<file path="src/rtl/sdram_client_arbiter.sv">
// Purpose: arbitrates two word-at-a-time SDRAM clients (A = display, priority; B = fractal, yields) onto one controller port.
// Latency: one word outstanding; write word 4 cycles minimum, read word 4 cycles plus controller read latency.
// Backpressure: o_Mem_Req is held with stable addr/data until i_Mem_Ack; clients hold their command until their done/valid pulse.
// Build option: define SDRAM_ARB_WATCHDOG_EN to include the sticky yield-timeout watchdog.
module sdram_client_arbiter #(
    parameter int ADDR_W        = 22,
    parameter int DATA_W        = 32,
    parameter int YIELD_TIMEOUT = 1024
) (
    input  logic              i_Clk,
    input  logic              i_Rst_n,
    input  logic [1:0]        i_A_Command,
    input  logic [ADDR_W-1:0] i_A_Address,
    input  logic [DATA_W-1:0] i_A_Write,
    output logic              o_A_Read_Valid,
    output logic              o_A_Write_Done,
    input  logic [1:0]        i_B_Command,
    input  logic [ADDR_W-1:0] i_B_Address,
    input  logic [DATA_W-1:0] i_B_Write,
    output logic              o_B_Read_Valid,
    output logic              o_B_Write_Done,
    output logic              o_B_Requested,
    input  logic              i_B_Yield,
    output logic [DATA_W-1:0] o_Read_Data,
    output logic              o_Mem_Req,
    output logic              o_Mem_We,
    output logic [ADDR_W-1:0] o_Mem_Addr,
    output logic [DATA_W-1:0] o_Mem_Wdata,
    input  logic              i_Mem_Ack,
    input  logic              i_Mem_Rvalid,
    input  logic [DATA_W-1:0] i_Mem_Rdata,
    output logic              o_Yield_Timeout
);
    localparam logic [1:0] CMD_READ  = 2'd1;
    localparam logic [1:0] CMD_WRITE = 2'd2;

    typedef enum logic [1:0] {OWN_B, WAIT_YIELD, OWN_A} arb_t;
    typedef enum logic [2:0] {W_IDLE, W_REQ, W_RD, W_DONE, W_SETTLE} word_t;

    arb_t              r_arb, w_arb_nxt;
    word_t             r_word, w_word_nxt;
    logic              r_mem_we;
    logic [ADDR_W-1:0] r_mem_addr;
    logic [DATA_W-1:0] r_mem_wdata;
    logic [DATA_W-1:0] r_rdata;

    logic              w_a_active, w_own_a, w_own_b, w_start, w_capture;
    logic [1:0]        w_sel_cmd;
    logic [ADDR_W-1:0] w_sel_addr;
    logic [DATA_W-1:0] w_sel_data;

    assign w_a_active = (i_A_Command == CMD_READ) || (i_A_Command == CMD_WRITE);
    assign w_own_a    = (r_arb == OWN_A);
    assign w_own_b    = (r_arb == OWN_B);

    // Command the word engine may act on: A when it owns memory; B only while it owns memory and A is not asking
    always_comb begin
        w_sel_cmd  = 2'd0;
        w_sel_addr = i_B_Address;
        w_sel_data = i_B_Write;
        if (w_own_a) begin
            w_sel_cmd  = i_A_Command;
            w_sel_addr = i_A_Address;
            w_sel_data = i_A_Write;
        end else if (w_own_b && !w_a_active) begin
            w_sel_cmd  = i_B_Command;
        end
    end

    assign w_start   = (r_word == W_IDLE) && ((w_sel_cmd == CMD_READ) || (w_sel_cmd == CMD_WRITE));
    assign w_capture = ((r_word == W_REQ) && i_Mem_Ack && !r_mem_we && i_Mem_Rvalid) ||
                       ((r_word == W_RD) && i_Mem_Rvalid);

    // State registers for the ownership and word FSMs
    always_ff @(posedge i_Clk or negedge i_Rst_n) begin
        if (!i_Rst_n) begin
            r_arb  <= OWN_B;
            r_word <= W_IDLE;
        end else begin
            r_arb  <= w_arb_nxt;
            r_word <= w_word_nxt;
        end
    end

    // Ownership: hand memory to A only after B yields, and only between words
    always_comb begin
        w_arb_nxt = r_arb;
        case (r_arb)
            OWN_B:      if (w_a_active && (r_word == W_IDLE)) w_arb_nxt = WAIT_YIELD;
            WAIT_YIELD: if (i_B_Yield) w_arb_nxt = OWN_A;
            OWN_A:      if (!w_a_active && (r_word == W_IDLE)) w_arb_nxt = OWN_B;
            default:    w_arb_nxt = OWN_B;
        endcase
    end

    // Word sequencing: request, optional read wait, one-cycle pulse, one dead cycle for the client to advance
    always_comb begin
        w_word_nxt = r_word;
        case (r_word)
            W_IDLE:   if (w_start) w_word_nxt = W_REQ;
            W_REQ:    if (i_Mem_Ack) w_word_nxt = (r_mem_we || i_Mem_Rvalid) ? W_DONE : W_RD;
            W_RD:     if (i_Mem_Rvalid) w_word_nxt = W_DONE;
            W_DONE:   w_word_nxt = W_SETTLE;
            W_SETTLE: w_word_nxt = W_IDLE;
            default:  w_word_nxt = W_IDLE;
        endcase
    end

    // Latch the owner's request at word start and keep the most recent read word
    always_ff @(posedge i_Clk or negedge i_Rst_n) begin
        if (!i_Rst_n) begin
            r_mem_we    <= 1'b0;
            r_mem_addr  <= '0;
            r_mem_wdata <= '0;
            r_rdata     <= '0;
        end else begin
            if (w_start) begin
                r_mem_we    <= (w_sel_cmd == CMD_WRITE);
                r_mem_addr  <= w_sel_addr;
                r_mem_wdata <= w_sel_data;
            end
            if (w_capture) r_rdata <= i_Mem_Rdata;
        end
    end

    assign o_Mem_Req      = (r_word == W_REQ);
    assign o_Mem_We       = r_mem_we;
    assign o_Mem_Addr     = r_mem_addr;
    assign o_Mem_Wdata    = r_mem_wdata;
    assign o_Read_Data    = r_rdata;
    assign o_B_Requested  = !w_own_b;
    // No word ever runs during WAIT_YIELD, so the owner is stable for the whole word
    assign o_A_Read_Valid = (r_word == W_DONE) && w_own_a && !r_mem_we;
    assign o_A_Write_Done = (r_word == W_DONE) && w_own_a && r_mem_we;
    assign o_B_Read_Valid = (r_word == W_DONE) && w_own_b && !r_mem_we;
    assign o_B_Write_Done = (r_word == W_DONE) && w_own_b && r_mem_we;

`ifdef SDRAM_ARB_WATCHDOG_EN
    localparam int               CNT_W   = $clog2(YIELD_TIMEOUT + 1);
    localparam logic [CNT_W-1:0] WD_LAST = CNT_W'(YIELD_TIMEOUT - 1);
    logic [CNT_W-1:0] r_wd_cnt;
    logic             r_timeout;

    // Count cycles spent waiting for B to yield; the flag stays set until reset and does not affect arbitration
    always_ff @(posedge i_Clk or negedge i_Rst_n) begin
        if (!i_Rst_n) begin
            r_wd_cnt  <= '0;
            r_timeout <= 1'b0;
        end else if (r_arb != WAIT_YIELD) begin
            r_wd_cnt  <= '0;
        end else if (r_wd_cnt != WD_LAST) begin
            r_wd_cnt  <= r_wd_cnt + 1'b1;
        end else begin
            r_timeout <= 1'b1;
        end
    end
    assign o_Yield_Timeout = r_timeout;
`else
    // Without the watchdog the timeout parameter has no effect
    logic w_unused_cfg;
    assign w_unused_cfg    = ^YIELD_TIMEOUT;
    assign o_Yield_Timeout = 1'b0;
`endif
endmodule

</file>
<file path="config.mk">
export PLATFORM = sky130hd
export DESIGN_NAME = sdram_client_arbiter
export DESIGN_NICKNAME = d
export VERILOG_FILES = /design/src/rtl/sdram_client_arbiter.sv
export SDC_FILE = /design/constraint.sdc
export NUM_CORES = 1
export LEC_CHECK = 0
export BUFFER_PORTS_ARGS = -buffer_cell sky130_fd_sc_hd__clkbuf_2
export CAP_MARGIN = 0
export CORE_MARGIN = 2
export CORE_UTILIZATION = 48
export CTS_BUF_LIST = sky130_fd_sc_hd__clkbuf_8 sky130_fd_sc_hd__clkbuf_16
export DETAILED_ROUTE_END_ITERATION = 10
export GPL_TIMING_DRIVEN = 1
export HOLD_SLACK_MARGIN = 0.12
export PLACE_DENSITY = 0.94
export SYNTH_ARGS = -nofsm -noshare
export SYNTH_HDL_FRONTEND = slang
export SYNTH_SLANG_ARGS = --single-unit
export TNS_END_PERCENT = 50
</file>
<file path="constraint.sdc">
create_clock -name i_Clk -period 3.64 [get_ports i_Clk]
set_clock_uncertainty 0.15 [all_clocks]
set_input_delay 0.182 -clock i_Clk [delete_from_list [all_inputs] [get_ports i_Clk]]
set_output_delay 0.182 -clock i_Clk [all_outputs]
set_load 0.005 [all_outputs]
</file>
==> impl_results.md, run 1 <==
* Mapped cell area at 4319 um^2
* YS warnings at 0
* Mapped Avg Cell Area at 12.24 um^2
* Stopped at: 4_1_cts
* Gpl congestion at 0.8183
* Async S/R FF share, synth at 100.0%
* Seq/Total Area, Yosys at 53.30%
* H-tree Lvls at 3
* Detail Placement HPWL at 8.034 mm
* Setup Fix Bufs, Post-CTS at 0
* CTS Hold Buffers Added at 141
* FF+latch count, synth at 92
* I/O Pins at 243
* Synthesized instance count at 353
* Chip width at 98.86 um
* Post-synth EDFFs at 0
* CTS resizes at 0
* Main synth FF type: dfrtp_1
* TritonCTS buffer count at 9
* Synth cell types at 35
* Error message: [ERROR RSZ-0060] Max buffer count reached.
* Initial core utilization at 49.53%
* Clock net sink count at 92
* Clock buffer depth at 2
* Die H at 98.86 um
* IO Port Bufs at 241
* Post-Syn Nets at 503
* Status: stopped before the end
* Root Buffer: clkbuf_8
* # rows at 34
cell families after synthesis:
kind of cell,count (synthesis),share of synthesized area [%]
other,1,0.08682
buffers and inverters,27,5.591
XOR/XNOR,1,0.2028
AND/OR/NAND/NOR,79,8.691
flip-flops,92,53.30
multiplexers,87,23.73
adder cells (fa/ha/maj),1,0.2896
AO/OA/AOI/OAI,65,8.112
stage by stage:
step | setup WS, ps | std cells | utilization, % | hold slack (ps) | instance area (um^2)
floorplan | 1559 | 353 | - | -263.6 | 4319
global placement | 1102 | 680 | 62.88 | 225.5 | 5484
detailed placement | 1063 | 680 | 62.88 | 232.8 | 5484
cells in the mapped netlist, types with 2 or more instances:
library cell	count	area [um^2]
mux2i_1	54	540.5
buf_2	7	35.03
buf_4	8	60.06
mux2_2	3	33.78
nand2b_1	3	18.77
a21oi_1	56	280.3
nor2_1	58	217.7
nand2_1	5	18.77
nor3_1	2	10.01
buf_12	3	60.06
dfrtp_1	92	2302
buf_6	7	78.83
nor3b_1	2	15.01
o21ai_0	3	15.01
mux2_4	30	450.4
==> run 2: changes to the inputs <==
- CORE_UTILIZATION: 48 -> 35
- CTS_BUF_LIST: sky130_fd_sc_hd__clkbuf_8 sky130_fd_sc_hd__clkbuf_16 -> default
- HOLD_SLACK_MARGIN: 0.12 -> default
- PLACE_DENSITY: 0.94 -> default
- PLACE_DENSITY_LB_ADDON: default -> 0.15
==> impl_results.md, run 2 <==
* Status: finished, final reports clean
* Static leakage at 3.135 nW
* Die H at 115.1 um
* Initial antenna violation count at 0
* CP Data Arrival Time at 2630 ps
* Worst hold start: i_B_Address[2]
* Ranking of synthesized cells by area: dfrtp_1 (53%), mux2i_1 (13%), mux2_4 (10%)
* Seq/Total Area, Yosys at 53.30%
* Antenna-violating nets left at 0
* Async S/R FF share, synth at 100.0%
* Gpl congestion at 0.7658
* Final instance area at 6419 um^2
* Detail Placement HPWL at 7.637 mm
* Mapped cell area at 4319 um^2
* Largest net degree at the start of global routing at 110
* Fin crit period at 2586 ps
* Critical Path Slowest Stage Cell: nor2b_4
* Commonest cells after routing, fill and taps aside: clkbuf_2 (240), dfrtp_1 (92), dlygate4sd3_1 (59), nor2_1 (58), a21oi_1 (56)
* Via Count at 3620
* Reg clk slew, reported paths at 60 ps
* R2R depth at 5
* RR Endpoint: o_Mem_Addr[10]
* Share of layout cells above drive strength 1 at 46.13%
* Via density at 4.565
* Synth top area share at 53.30%
* CP endpoint kind: flop
* Final core utilization at 53.44%
* Area Overhead vs Synth at 48.61%
* Max transition margin at 35.89%
* Worst Path Class, Setup: reg -> reg
* First-pass GRT wire length at 17.03 mm
* Buf/Inv on CP at 2
* Clock net sink count at 92
* Final hold vios at 0
* Root Buffer: clkbuf_16
* Hold/Removal Path Class: in -> reg
* Max VDD drop at 437.5 uV
* Initial detailed-routing violation count at 140
* Dpl cell area at 5545 um^2
* Worst r2r src: r_arb[1]
* DRT Wirelength at 11.00 mm
* Post-Syn Nets at 503
* Clock buffer depth at 2
* Most common cell after layout, fill and taps aside: clkbuf_2
* Core area at 12010 um^2
* CP cell instances: nor2b_4 > buf_12 > mux2i_1 > dlygate4sd3_1 > a21oi_1
* Pwr Density at 759.9 nW/um^2
* Drc violations at 0
* Wirelength per Cell at 13.88 um
* Total global-route track usage at 16.44%
* CTS tree: yes
* H-tree Lvls at 3
* Crit path launch type: flop
* First-pass iteration count of the detailed router at 5
* YS warnings at 0
* Main synth FF type: dfrtp_1
* Hold Path End: o_Mem_Addr[2]
* IO Port Bufs at 241
* Mapped Avg Cell Area at 12.24 um^2
* Worst EP required at 3690 ps
* R2r setup slk at 1050 ps
* # rows at 40
* TritonCTS buffer count at 9
* Max Fclk at 386.6 MHz
* Final period utilization at 71.06%
* Setup TNS at 0 ps
* Max Slew Vio Count at 0
* Synth cell types at 35
* Hold depth at 3
* Most instantiated cells after synthesis: dfrtp_1 (92), nor2_1 (58), a21oi_1 (56)
* Slew @ Worst Pin at 961.7 ps
* Vias in the first global route at 3585
* Count leader, synth: dfrtp_1
* CP max FO at 41
* I/O Pins at 243
* Initial core utilization at 35.96%
* Die area at 13240 um^2
* Final net count at 792
* Final setup fails at 0
* Total gr overflow at 0
* Post-synth EDFFs at 0
* Chip width at 115.1 um
* FF+latch count, synth at 92
* Synthesized instance count at 353
* Unrepaired setup endpoints after global routing: false
* Top Family by Delay on Critical Path: buffers and inverters
* # Max-Cap Violations at 0
* # diodes at 0
* CTS resizes at 0
* Clk Latency, worst-skew pair at 330 ps
* Max stage delay on crit path at 640 ps
* Synth area leader: dfrtp_1
[run 2: cell counts after synthesis]
Identical to the previous run, type by type.
[run 2: kinds of logic after synthesis]
family	after synthesis	synth area share [%]
compound gates	65	8.112
xor+xnor	1	0.2028
fa+ha+maj	1	0.2896
buf+inv	27	5.591
flops	92	53.30
mux	87	23.73
other cells	1	0.08682
simple gates	79	8.691
[run 2: area by class of cell]
type                       instances  area [um^2]
clock buffer                      10        229.0
clock inverter                     5        53.80
fill                            1077         5593
inverter                           1        3.754
multi-input combinational        234         1792
sequential                        92         2302
tap                              147        183.9
timing repair buffer             304         1854
[run 2: worst max path at each step]
stage	startpoint	to	slack (ps)	cells past startpoint
2_1_floorplan	r_arb[1]	o_Mem_Addr[10]	1560	9
3_3_place_gp	r_arb[1]	o_Mem_We	1150	7
3_5_place_dp	r_arb[1]	o_Mem_We	1100	7
4_1_cts	r_arb[1]	o_Mem_Addr[9]	1070	5
5_1_grt	r_arb[1]	o_Mem_Wdata[1]	900	5
6_report	r_arb[1]	o_Mem_Addr[10]	1050	5
[run 2: what timing repair did]
item                      CTS  global route
hold buffers               59             0
setup buffers               0             0
hold endpoints to repair  126             0
[run 2: routing by layer]
| metal | up-vias | wire, um | track usage, % |
|---|---|---|---|
| li1 | 1801 | - | - |
| met1 | 1646 | 4699 | 20.17 |
| met2 | 163 | 5304 | 28.04 |
| met3 | 10 | 858 | 4.164 |
| met4 | 0 | 142 | 6.024 |
| met5 | - | 0 | 0 |
[run 2: worst register-to-register path, delay by kind of cell, from the launching register on]
family | cells | cell delay [ps]
muxes | 1 | 270
DFF | 1 | 410
buffers and inverters | 2 | 910
AOI/OAI and AO/OA | 1 | 60
and+or+nand+nor | 1 | 640
[run 2: power by group]
| part | leakage [nW] | internal, mW | switching [mW] |
|---|---|---|---|
| Clock | 0.142 | 0.526 | 0.369 |
| Sequential | 1.05 | 1.54 | 0.320 |
| Combinational | 1.94 | 1.17 | 0.962 |
| Total | 3.14 | 3.23 | 1.65 |
[run 2: stage by stage]
step	cells	total power [mW]	setup WS [ps]	hold slack, ps
after detailed placement	719	3.930	1100	231.7
after CTS	793	4.938	1073	0.6390
after global routing	793	5.240	897.1	15.04
after global placement	719	3.879	1150	223.9
after floorplan	353	3.181	1559	-263.6
final	793	4.878	1054	11.60
(Power assumes the default switching activity.)
==> run 3: changes to the inputs <==
- clock period: 3.64 -> 2.5 ns (I/O delays scaled with it)
==> impl_results.md, run 3 (same netlist as run 2, synthesis figures left out) <==
* Status: finished, final reports clean
* Max stage delay on crit path at 430 ps
* Slew @ Worst Pin at 558.3 ps
* Initial detailed-routing violation count at 222
* Met2 Use GR at 33.84%
* Clock buffer depth at 2
* Final hold vios at 0
* CP max FO at 54
* Critical Path Slowest Stage Cell: dfrtp_1
* Static leakage at 3.505 nW
* # diodes at 0
* Most common cell after layout, fill and taps aside: clkbuf_2
* Total global-route track usage at 19.02%
* Final period utilization at 93.67%
* CP cell instances: nor3_2 > o21ai_0 > a21o_1 > ha_1 > nor4_4 > buf_4 > buf_16 > nor2_1 > a21oi_1
* Initial antenna violation count at 0
* Die H at 115.1 um
* Fin crit period at 2342 ps
* Via Count at 4075
* CTS tree: yes
* Hold/Removal Path Class: in -> reg
* Wirelength per Cell at 14.55 um
* # rows at 40
* Seq pwr share at 36.6%
* Largest net degree at the start of global routing at 55
* M1 GR Usage at 22.11%
* Vias in the first global route at 4191
* Clk Latency, worst-skew pair at 340 ps
* Switching Share at 34.30%
* Area of the multi-input gates at 1797 um^2
* Clk pwr share at 16.7%
* Clock net sink count at 92
* Crit path launch type: flop
* Cells after DPL at 722
* Core area at 12010 um^2
* Post-route insts no fill at 882
* Detail Placement HPWL at 7.985 mm
* Switching power total at 2.553 mW
* Int Pwr at 4.889 mW
* Setup TNS at 0 ps
* First-pass iteration count of the detailed router at 5
* First-pass GRT wire length at 19.73 mm
* Most used routing layer: met2
* Final core utilization at 61.00%
* CP endpoint kind: flop
* Commonest cells after routing, fill and taps aside: clkbuf_2 (240), dlygate4sd3_1 (143), dfrtp_1 (92), nor2_1 (58), a21oi_1 (56)
* Fillers at 944
* Drc violations at 0
* Buf/Inv on CP at 2
* Share of layout cells above drive strength 1 at 41.36%
* Antenna-violating nets left at 0
* Initial core utilization at 35.96%
* Overall Power at 7.442 mW
* Final setup fails at 0
* Max Fclk at 427.1 MHz
* Max transition margin at 62.78%
* Die area at 13240 um^2
* Worst EP required at 2610 ps
* Area Overhead vs Synth at 69.64%
* Max VDD drop at 442.5 uV
* # Max-Cap Violations at 0
* Top Family by Delay on Critical Path: simple AND/OR/NAND/NOR gates
* Root Buffer: clkbuf_16
* Total gr overflow at 0
* Unrepaired setup endpoints after global routing: false
* H-tree Lvls at 3
* Final net count at 880
* Combinational Power Share at 46.7%
* TritonCTS buffer count at 9
* Storage element area at 2302 um^2
* I/O Pins at 243
* Worst Path Class, Setup: reg -> reg
* CP Data Arrival Time at 2460 ps
* DRT Wirelength at 12.83 mm
* IO Port Bufs at 241
* Via density at 4.620
* Pwr Density at 1016 nW/um^2
* Reg clk slew, reported paths at 70 ps
* Gpl congestion at 0.7448
* Grt met3 use at 4.639%
* Chip width at 115.1 um
* Max Slew Vio Count at 0
-- run 3: cell count changes in the layout (fill, tap and decap cells not counted) --
cell / change
clkinvlp_4: +3
buf_12: +2
buf_16: +1
nor3_1: -1
bufinv_16: -1
clkinv_2: -1
dlygate4sd3_1: +84
buf_4: +1
nor3_2: +1
-- run 3: what timing repair did --
| item | CTS | global route |
|---|---|---|
| endpoints found under the hold margin | 131 | 0 |
| endpoints found under the setup margin | 0 | 31 |
| buffers inserted | 0 | 1 |
| hold buffers | 143 | 0 |
| gates resized for setup | 0 | 2 |
-- run 3: metal layers --
layer | routed length (um) | up-vias
li1 | - | 1969
met5 | 0 | -
met3 | 860 | 17
met4 | 248 | 0
met1 | 5350 | 1914
met2 | 6370 | 175
-- run 3: path summary, 6_finish.rpt --
kind                            slack [ps]       startpoint               to  depth (start not counted)
worst min-delay path                    30    i_A_Write[21]  o_Mem_Wdata[21]                          3
max in group asynchronous             1350          i_Rst_n    o_Mem_Addr[0]                          3
min in group asynchronous              160          i_Rst_n   o_Mem_Wdata[3]                          2
worst max-delay path                   160         r_arb[1]   o_Mem_Addr[19]                          9
worst max register to register         160         r_arb[1]   o_Mem_Addr[19]                          9
worst min register to register         360  o_Read_Data[13]  o_Read_Data[13]                          1
-- run 3: final cells by class --
type / count / area share, %
Timing Repair Buffer: 392 / 37.81
Sequential cell: 92 / 31.42
Multi-Input combinational cell: 234 / 24.52
Clock buffer: 10 / 3.125
Tap cell: 147 / 2.510
Clock inverter: 6 / 0.5635
Inverter: 1 / 0.05123
-- run 3: through the flow --
step	setup slack [ps]	instance area, um^2	hold slack (ps)
after CTS	96.22	7307	14.30
after floorplan	419.0	4319	-320.6
after detailed placement	108.0	5605	-1.841
final	158.4	7327	33.21
after global routing	43.16	7327	39.70
after global placement	205.4	5605	-11.18
-- run 3: tightest hold or removal path, cell delays in order --
cell and delay (ps):
clkbuf_2 100, mux2i_1 90, a21oi_1 160
-- run 3: power by group through the flow --
stage	Sequential (mW)	Combinational, mW	Clock (mW)
after floorplan	2.70	1.93	0
after global placement	2.71	3.00	0
after detailed placement	2.72	3.07	0
after CTS	2.71	3.44	1.28
after global routing	2.81	3.80	1.34
final	2.72	3.47	1.25
